`config.mk`:
```
export PLATFORM = sky130hd
export DESIGN_NAME = mac_row_dual_flat
export DESIGN_NICKNAME = d
export VERILOG_FILES = /design/src/rtl/mac_row_dual_if.sv /design/src/rtl/mac_row_dual.sv /design/src/flat_wrapper.sv
export SDC_FILE = /design/constraint.sdc
export NUM_CORES = 2
export LEC_CHECK = 0
export ABC_AREA = 1
export CORE_MARGIN = 4
export CORE_UTILIZATION = 53
export DETAILED_ROUTE_END_ITERATION = 10
export PLACE_DENSITY_LB_ADDON = 0.25
export SLEW_MARGIN = 20
export SYNTH_ARGS = -nofsm -noshare
export SYNTH_HDL_FRONTEND = slang
export SYNTH_SLANG_ARGS = --single-unit
export TNS_END_PERCENT = 30
```
`constraint.sdc`:
```
create_clock -name clk -period 5.4 [get_ports clk]
set_input_delay 1.35 -clock clk [delete_from_list [all_inputs] [get_ports clk]]
set_output_delay 1.35 -clock clk [all_outputs]
set_load 0.01 [all_outputs]
```
`src/rtl/mac_row_dual_if.sv`:
```
// Row-level bus between the west feeder, the north psum/weight source and the south OFIFO.
// Master side drives operands and drain requests; slave side (the MAC row) returns results.
interface mac_row_dual_if #(
  parameter int BW      = 4,
  parameter int PSUM_BW = 16,
  parameter int COL     = 8
);
  logic                   mode;
  logic [BW-1:0]          in_w;
  logic [1:0]             inst_w;
  logic [PSUM_BW*COL-1:0] in_n;
  logic                   drain;
  logic [PSUM_BW*COL-1:0] out_s;
  logic [COL-1:0]         valid;
  logic [PSUM_BW*COL-1:0] os_out_row;
  logic                   os_valid;
  logic                   busy;

  modport master (
    output mode, in_w, inst_w, in_n, drain,
    input  out_s, valid, os_out_row, os_valid, busy
  );

  modport slave (
    input  mode, in_w, inst_w, in_n, drain,
    output out_s, valid, os_out_row, os_valid, busy
  );
endinterface

```
`src/rtl/mac_row_dual.sv`:
```
// Systolic MAC row: COL signed BWxBW lanes chained west-to-east, WS (psum south) or OS (local accumulate).
// Weight clear, OS drain FSM with a one-cycle capture strobe, and mode lock while a drain is busy.
module mac_row_dual #(
  parameter int BW      = 4,
  parameter int PSUM_BW = 16,
  parameter int COL     = 8
) (
  input  logic          clk,
  input  logic          reset,
  mac_row_dual_if.slave bus
);
  typedef enum logic [1:0] {IDLE, WAIT, CAPTURE} state_t;
  localparam int CW = (COL > 1) ? $clog2(COL) : 1;

  state_t                 state;
  logic [CW-1:0]          cnt;
  logic                   mode_q;
  logic                   busy_q;
  logic                   os_valid_q;
  logic [PSUM_BW*COL-1:0] os_row_q;
  logic [PSUM_BW*COL-1:0] out_s_q;
  logic [COL-1:0]         valid_q;
  logic [COL-1:0]         loaded_q;
  logic [BW-1:0]          act_q  [COL];
  logic [1:0]             inst_q [COL];
  logic [BW-1:0]          w_q    [COL];
  logic [PSUM_BW-1:0]     acc_q  [COL];
  logic [BW-1:0]          a_in   [COL];
  logic [1:0]             i_in   [COL];
  logic                   capture;

  function automatic logic [PSUM_BW-1:0] sext(input logic [BW-1:0] x);
    return {{(PSUM_BW-BW){x[BW-1]}}, x};
  endfunction

  // Product of sign-extended operands is already the wrapped PSUM_BW result.
  function automatic logic [PSUM_BW-1:0] smul(input logic [BW-1:0] x, input logic [BW-1:0] y);
    return sext(x) * sext(y);
  endfunction

  assign capture = (state == CAPTURE);

  always_comb begin
    a_in[0] = bus.in_w;
    i_in[0] = bus.inst_w;
    for (int c = 1; c < COL; c++) begin
      a_in[c] = act_q[c-1];
      i_in[c] = inst_q[c-1];
    end
  end

  always_ff @(posedge clk or negedge reset) begin
    if (!reset) begin
      out_s_q  <= '0;
      valid_q  <= '0;
      loaded_q <= '0;
      for (int c = 0; c < COL; c++) begin
        act_q[c]  <= '0;
        inst_q[c] <= '0;
        w_q[c]    <= '0;
        acc_q[c]  <= '0;
      end
    end else begin
      for (int c = 0; c < COL; c++) begin
        act_q[c]   <= a_in[c];
        inst_q[c]  <= i_in[c];
        valid_q[c] <= 1'b0;
        if (capture) acc_q[c] <= '0;
        case (i_in[c])
          // A load is consumed by the first empty lane; downstream lanes see a no-op.
          2'b01: if (!loaded_q[c]) begin
            w_q[c]      <= a_in[c];
            loaded_q[c] <= 1'b1;
            inst_q[c]   <= 2'b00;
          end
          2'b11: begin
            w_q[c]      <= '0;
            loaded_q[c] <= 1'b0;
          end
          2'b10: begin
            valid_q[c] <= 1'b1;
            if (mode_q) begin
              acc_q[c] <= (capture ? '0 : acc_q[c]) + smul(a_in[c], bus.in_n[c*PSUM_BW +: BW]);
              out_s_q[c*PSUM_BW +: PSUM_BW] <= sext(bus.in_n[c*PSUM_BW +: BW]);
            end else begin
              out_s_q[c*PSUM_BW +: PSUM_BW] <= bus.in_n[c*PSUM_BW +: PSUM_BW] + smul(a_in[c], w_q[c]);
            end
          end
          default: ;
        endcase
      end
    end
  end

  // Drain waits COL cycles in total so the last lane sees ops issued just before the request.
  always_ff @(posedge clk or negedge reset) begin
    if (!reset) begin
      state      <= IDLE;
      cnt        <= '0;
      mode_q     <= 1'b0;
      busy_q     <= 1'b0;
      os_valid_q <= 1'b0;
      os_row_q   <= '0;
    end else begin
      os_valid_q <= 1'b0;
      if (!busy_q) mode_q <= bus.mode;
      case (state)
        IDLE: if (bus.drain && mode_q) begin
          state  <= WAIT;
          cnt    <= CW'(COL - 1);
          busy_q <= 1'b1;
        end
        WAIT: begin
          cnt <= cnt - 1'b1;
          if (cnt == CW'(1) || cnt == '0) state <= CAPTURE;
        end
        CAPTURE: begin
          state      <= IDLE;
          busy_q     <= 1'b0;
          os_valid_q <= 1'b1;
          for (int c = 0; c < COL; c++) os_row_q[c*PSUM_BW +: PSUM_BW] <= acc_q[c];
        end
        default: state <= IDLE;
      endcase
    end
  end

  assign bus.out_s      = out_s_q;
  assign bus.valid      = valid_q;
  assign bus.os_out_row = os_row_q;
  assign bus.os_valid   = os_valid_q;
  assign bus.busy       = busy_q;
endmodule

```
`src/flat_wrapper.sv`:
```
// flat-port wrapper written by rule: the top's interface ports become plain ports
module mac_row_dual_flat 
#(
  parameter int BW      = 4,
  parameter int PSUM_BW = 16,
  parameter int COL     = 8
)
  (clk, reset, bus_mode, bus_in_w, bus_inst_w, bus_in_n, bus_drain, bus_out_s, bus_valid, bus_os_out_row, bus_os_valid, bus_busy);
  mac_row_dual_if #(.BW(BW), .PSUM_BW(PSUM_BW), .COL(COL)) bus_i ();
  input  logic clk;
  input  logic reset;
  input wire logic [$bits(bus_i.mode)-1:0] bus_mode;
  input wire logic [$bits(bus_i.in_w)-1:0] bus_in_w;
  input wire logic [$bits(bus_i.inst_w)-1:0] bus_inst_w;
  input wire logic [$bits(bus_i.in_n)-1:0] bus_in_n;
  input wire logic [$bits(bus_i.drain)-1:0] bus_drain;
  output wire logic [$bits(bus_i.out_s)-1:0] bus_out_s;
  output wire logic [$bits(bus_i.valid)-1:0] bus_valid;
  output wire logic [$bits(bus_i.os_out_row)-1:0] bus_os_out_row;
  output wire logic [$bits(bus_i.os_valid)-1:0] bus_os_valid;
  output wire logic [$bits(bus_i.busy)-1:0] bus_busy;
  assign bus_i.mode = bus_mode;
  assign bus_i.in_w = bus_in_w;
  assign bus_i.inst_w = bus_inst_w;
  assign bus_i.in_n = bus_in_n;
  assign bus_i.drain = bus_drain;
  assign bus_out_s = bus_i.out_s;
  assign bus_valid = bus_i.valid;
  assign bus_os_out_row = bus_i.os_out_row;
  assign bus_os_valid = bus_i.os_valid;
  assign bus_busy = bus_i.busy;
  mac_row_dual #(.BW(BW), .PSUM_BW(PSUM_BW), .COL(COL)) u_core (.clk(clk), .reset(reset), .bus(bus_i));
endmodule
```
# Word level (Yosys, flattened, before mapping)
# Cells that the tools add are included.
[totals]
input_bits = 138
regBits = 482
[op_classes]
multipliers = 16
reduce_logical = 25
addsub = 17
mux = 86
eq_ne = 37
[op_table]
columns = ["cell", "count"]
rows = [
  ["$mux W16", 32],
  ["$add A16 B16 Y16", 16],
  ["$mul A4 B4 Y8", 16],
  ["$pmux W4 S2", 8],
  ["$eq A2 B2 Y1 const B", 17],
  ["$mux W2", 16],
  ["$mux W4", 8],
  ["$reduce_and A2 Y1", 11],
  ["$reduce_bool A2 Y1", 10],
  ["$eq A2 B1 Y1 const B", 9],
  ["$pmux W1 S2", 9],
  ["$ne A2 B2 Y1 const B", 8],
  ["$mux W1", 10],
  ["$pmux W3 S2", 1],
  ["$ne A2 B1 Y1 const B", 2],
  ["$pmux W2 S2", 1],
  ["$eq A3 B1 Y1 const B", 1],
  ["$logic_not A3 Y1", 1],
  ["$mux W3", 1],
  ["$sub A3 B1 Y3 const B", 1],
  ["$logic_not A2 Y1", 1],
  ["$logic_and A1 B1 Y1", 1],
  ["$logic_or A1 B1 Y1", 1],
]

# Longest topological paths before layout
[logic_depth]
depth_word = 5
depth_mapped = 31

# Worst setup path after synthesis
# OpenSTA, ideal clock, no wires.
[synth_path]
path_type = "input-to-reg"
from = "input bus_in_w[1]"
to = "register u_core.out_s_q[14], in the netlist u_core.bus.out_s[14]"
cell_stages = 24
setup_time_ns = 0.124
slack_ns = -0.655
n_path_buf = 1
t_arrival_ns = 5.931
cell_sequence = "clkbuf_1 > nand2_1 > fa_1 > fa_1 > fa_1 > inv_1 > ha_1 > fa_1 > nand2_1 > nand2_1 > a21oi_1 > xor2_1 > xor2_1 > inv_1 > ha_1 > a21oi_1 > o21ai_0 > nand2_1 > o2111ai_1 > a21oi_1 > o21bai_1 > or2_2 > nand3_1 > a21oi_1"
[synth_between]
elab_chain_cells = 3
[synth_lines]
columns = ["element", "line", "text"]
rows = [
  ["start: declaration", "flat_wrapper.sv:13", "input wire logic [$bits(bus_i.in_w)-1:0] bus_in_w;"],
  ["$mul A4 B4 Y8", "mac_row_dual.sv:38", "return sext(x) * sext(y);"],
  ["$add A16 B16 Y16", "mac_row_dual.sv:86", "out_s_q[c*PSUM_BW +: PSUM_BW] <= bus.in_n[c*PSUM_BW +: PSUM_BW] + smul(a_in[c], w_q[c]);"],
  ["$mux W16", "mac_row_dual.sv:82", "if (mode_q) begin"],
  ["end signal: indexed assignment", "mac_row_dual.sv:84", "out_s_q[c*PSUM_BW +: PSUM_BW] <= sext(bus.in_n[c*PSUM_BW +: BW]);"],
  ["end signal: indexed assignment", "mac_row_dual.sv:86", ""],
  ["end: declaration", "mac_row_dual.sv:21", "logic [PSUM_BW*COL-1:0] out_s_q;"],
]
# Every way passes these cells.
# A chain may end at the register's enable or synchronous reset.

# Final worst setup path
[layout_path]
from = "input bus_in_w[2]"
to = "register u_core.out_s_q[14], in the netlist u_core.bus.out_s[14]"
# Same word-level chain as after synthesis.

==> impl_metrics.toml <==
[outcome]
status = "finished clean"

[timing]
fmax_mhz = 187
finalHoldViolCount = 0
min_period_over_period_pct = 99.0
skew_ns = 0.0237
min_period_ns = 5.35
drv_slew = 0
rsz0062_at_grt = "true"
maxSlewHeadroom_pct = 28.7
setup_violations = 0
worst_pin_slew_ns = 1.07

[critical_path]
path_max_fanout = 7
reg2reg_from = "u_core.w_q[26]"
reg2regPathDepth = 25
cp-end-kind = "flop"
r2r_slack_ns = 0.17
worstPathRequired_ns = 5.89
critPathKind = "input port to flop"
start_kind = "input port"
reg2reg_to = "u_core.bus.out_s[31]"
worstPathArrival_ns = 5.83

[routing]
post_drt_wl_per_cell_microns = 15.9
viasPerCell = 5.26
vias = 37100
antenna_left = 0
routed_wl_microns = 112000
dr.first_iter.drc_count = 1868
drc = 0
first_pass_iters = 5

[clock_tree]
clkLatencyLatePin_ns = 0.63
root_buffer = "clkbuf_16"
cts_hold_buf = 0
clk_pin_slew_worst_paths_ns = 0.06
cts_sinks = 482
htreeDepth = 2
clock_path_buffers = 3
cts_buffers = 57
cts_tree = "done"

[final_layout]
fin_util_pct = 69.8
final_cell_mix = "nand2_1, inv_1, dfrtp_1, buf_4, nor2_1"
area_growth_pct = 29.8
drive_gt1_share_pct = 15.4
final_common_cell = "nand2_1"
final_area_sq_mm = 0.0513
nets = 6758

[die]
pin_count = 404
initial_core_util_pct = 53.8
core_area_sq_mm = 0.0735
std_cell_rows = 99
die_w_microns = 281
dieArea_sq_mm = 0.0790
die_h_microns = 281

[global_route]
grt_pass1_vias = 36500
grt.total_usage_pct = 27.5
grt_pass1_wl_microns = 178000
antenna_found_initial = 16
overflow = 0
grt_max_degree = 107

[worst_hold_path]
hold_class = "flop to flop"
min_to = "u_core.i_in[7]"
hold_path_depth = 0
min_from = "u_core.i_in[9]"

[placed_design]
gp_congestion = 0.930
io_buffers = 403
place_area_sq_mm = 0.0478
dp_hpwl_microns = 85700

[yosys]
syn_avg_cell_area_sq_um = 7.56
ys_async_sr_fraction_pct = 100
ys_types = 45
synth_top_area_share_pct = 30.5
synth_top_area_cell = "dfrtp_1"
ys_seq_elements = 482
ys_seq_area_share_pct = 30.5
synthCells = 5226
syn-num-nets = 5943
synth-edff-count = 0
synth_area_leaders = "dfrtp_1, ha_1, nand2_1"
yosys_most_used_dff = "dfrtp_1"
synth_warnings = 0
netlist_area_sq_mm = 0.0395

[pwr]
power_leakage_nw = 27.5
power.density_mw_per_mm2 = 610
power_mw = 31.3
vdd_drop_max_mv = 0.477

[run]
cap_viol_max_count = 0
synthesized netlist by cell type, types with 2 or more instances:
master and count:
o22ai_1 10, nand3_2 16, a31oi_1 21, a21oi_1 368, buf_4 7, o21ai_2 2, o2111ai_1 11, inv_2 23
nor3_1 26, nand2_4 11, a211oi_1 3, o31ai_1 2, buf_2 14, or2_2 27, clkbuf_1 104, a21oi_2 8
xor2_1 80, fa_1 160, o21ai_1 36, nor2_1 455, buf_1 11, o311ai_0 8, o21bai_1 20, nor4_1 4
nor2_2 8, nand3_1 280, o21ai_0 348, a21o_1 25, dfrtp_1 482, nand4_2 5, inv_1 790, nand2_1 1219
nand3b_1 26, a21boi_0 4, nand2_2 40, nand4_1 44, ha_1 419, o221ai_1 10, o21a_1 9, xnor2_1 85
cell type report:
class,count,area (sq um)
Sequential cell,482,12100
Multi-Input combinational cell,3793,25100
Tap cell,959,1200
Inverter,814,3080
Antenna cell,9,22.5
Timing Repair Buffer,893,7860
Clock inverter,28,360
Clock buffer,78,1620
Fill cell,5981,22200
logic make-up after synthesis:
family / Yosys count / synth area share (%)
compound gates: 888 / 12.1
xor+xnor: 165 / 3.66
fa+ha+maj: 579 / 21.4
buf+inv: 951 / 9.17
flops: 482 / 30.5
simple gates: 2161 / 23.1
flip-flops by register name (all words and copies together), names as in the netlist, 8 cells and up:
signal and count:
u_core.bus.out_s 128, u_core.bus.os_out_row 128, u_core.bus.valid 8, u_core.i_in 14, u_core.acc_q 128, u_core.w_q 32
u_core.a_in 28, u_core.loaded_q 8
power breakdown:
group          internal [mW]  switching [mW]  leakage, nW
Sequential              5.14           0.880         5.85
Combinational           9.70            11.5         20.7
Clock                   2.47            1.64        0.967
worst max-delay path, cell delays in order:
cell and delay (ns):
buf_8 0.08, nand2_4 0.04, fa_1 0.57, fa_1 0.43
fa_1 0.51, inv_2 0.05, ha_4 0.16, fa_2 0.39
nand2_1 0.07, nand2_1 0.06, a21oi_2 0.14, xor2_1 0.18
xor2_1 0.22, inv_2 0.18, ha_4 0.30, a21oi_4 0.14
o21ai_1 0.08, nand2_1 0.10, o2111ai_4 0.13, a21oi_2 0.18
o21bai_2 0.11, or2_4 0.24, nand3_2 0.07, a21oi_2 0.06
how the worst max path moves through the flow:
| stage | startpoint | endpoint |
|---|---|---|
| 2_1_floorplan | bus_in_w[2] | u_core.bus.out_s[14] |
| 3_3_place_gp | bus_in_w[2] | u_core.acc_q[124] |
| 3_5_place_dp | bus_in_w[0] | u_core.bus.out_s[14] |
| 4_1_cts | bus_in_n[33] | u_core.acc_q[95] |
| 5_1_grt | bus_in_w[2] | u_core.bus.out_s[14] |
| 6_report | bus_in_w[2] | u_core.bus.out_s[14] |
through the flow:
stage               cells  worst slack, ns  TNS [ns]  hold WS [ns]
detailed placement   6912            -1.02    -56.75         0.420
finish               7056           0.0527         0         0.421
global placement     6912           -0.911    -50.46         0.420
global route         7054           -0.169     -1.03         0.467
CTS                  7028          -0.0796    -0.334         0.432
floorplan            5226           -0.272    -0.926         0.352
repair_timing:
| action | in CTS | in global routing |
|---|---|---|
| gates resized for setup | 55 | 220 |
| endpoints found under the setup margin | 41 | 91 |
| gates cloned | 0 | 0 |
| pin swaps | 36 | 112 |
| buffers inserted | 10 | 20 |
routing by layer:
metal	up-vias	routed length (microns)	track usage [%]
li1	18500	-	-
met1	17500	43800	31.5
met2	891	57300	50.6
met3	306	5710	4.62
met4	10	5340	12.1
met5	-	58	0
Note: power is estimated with default switching activity, not from simulation.
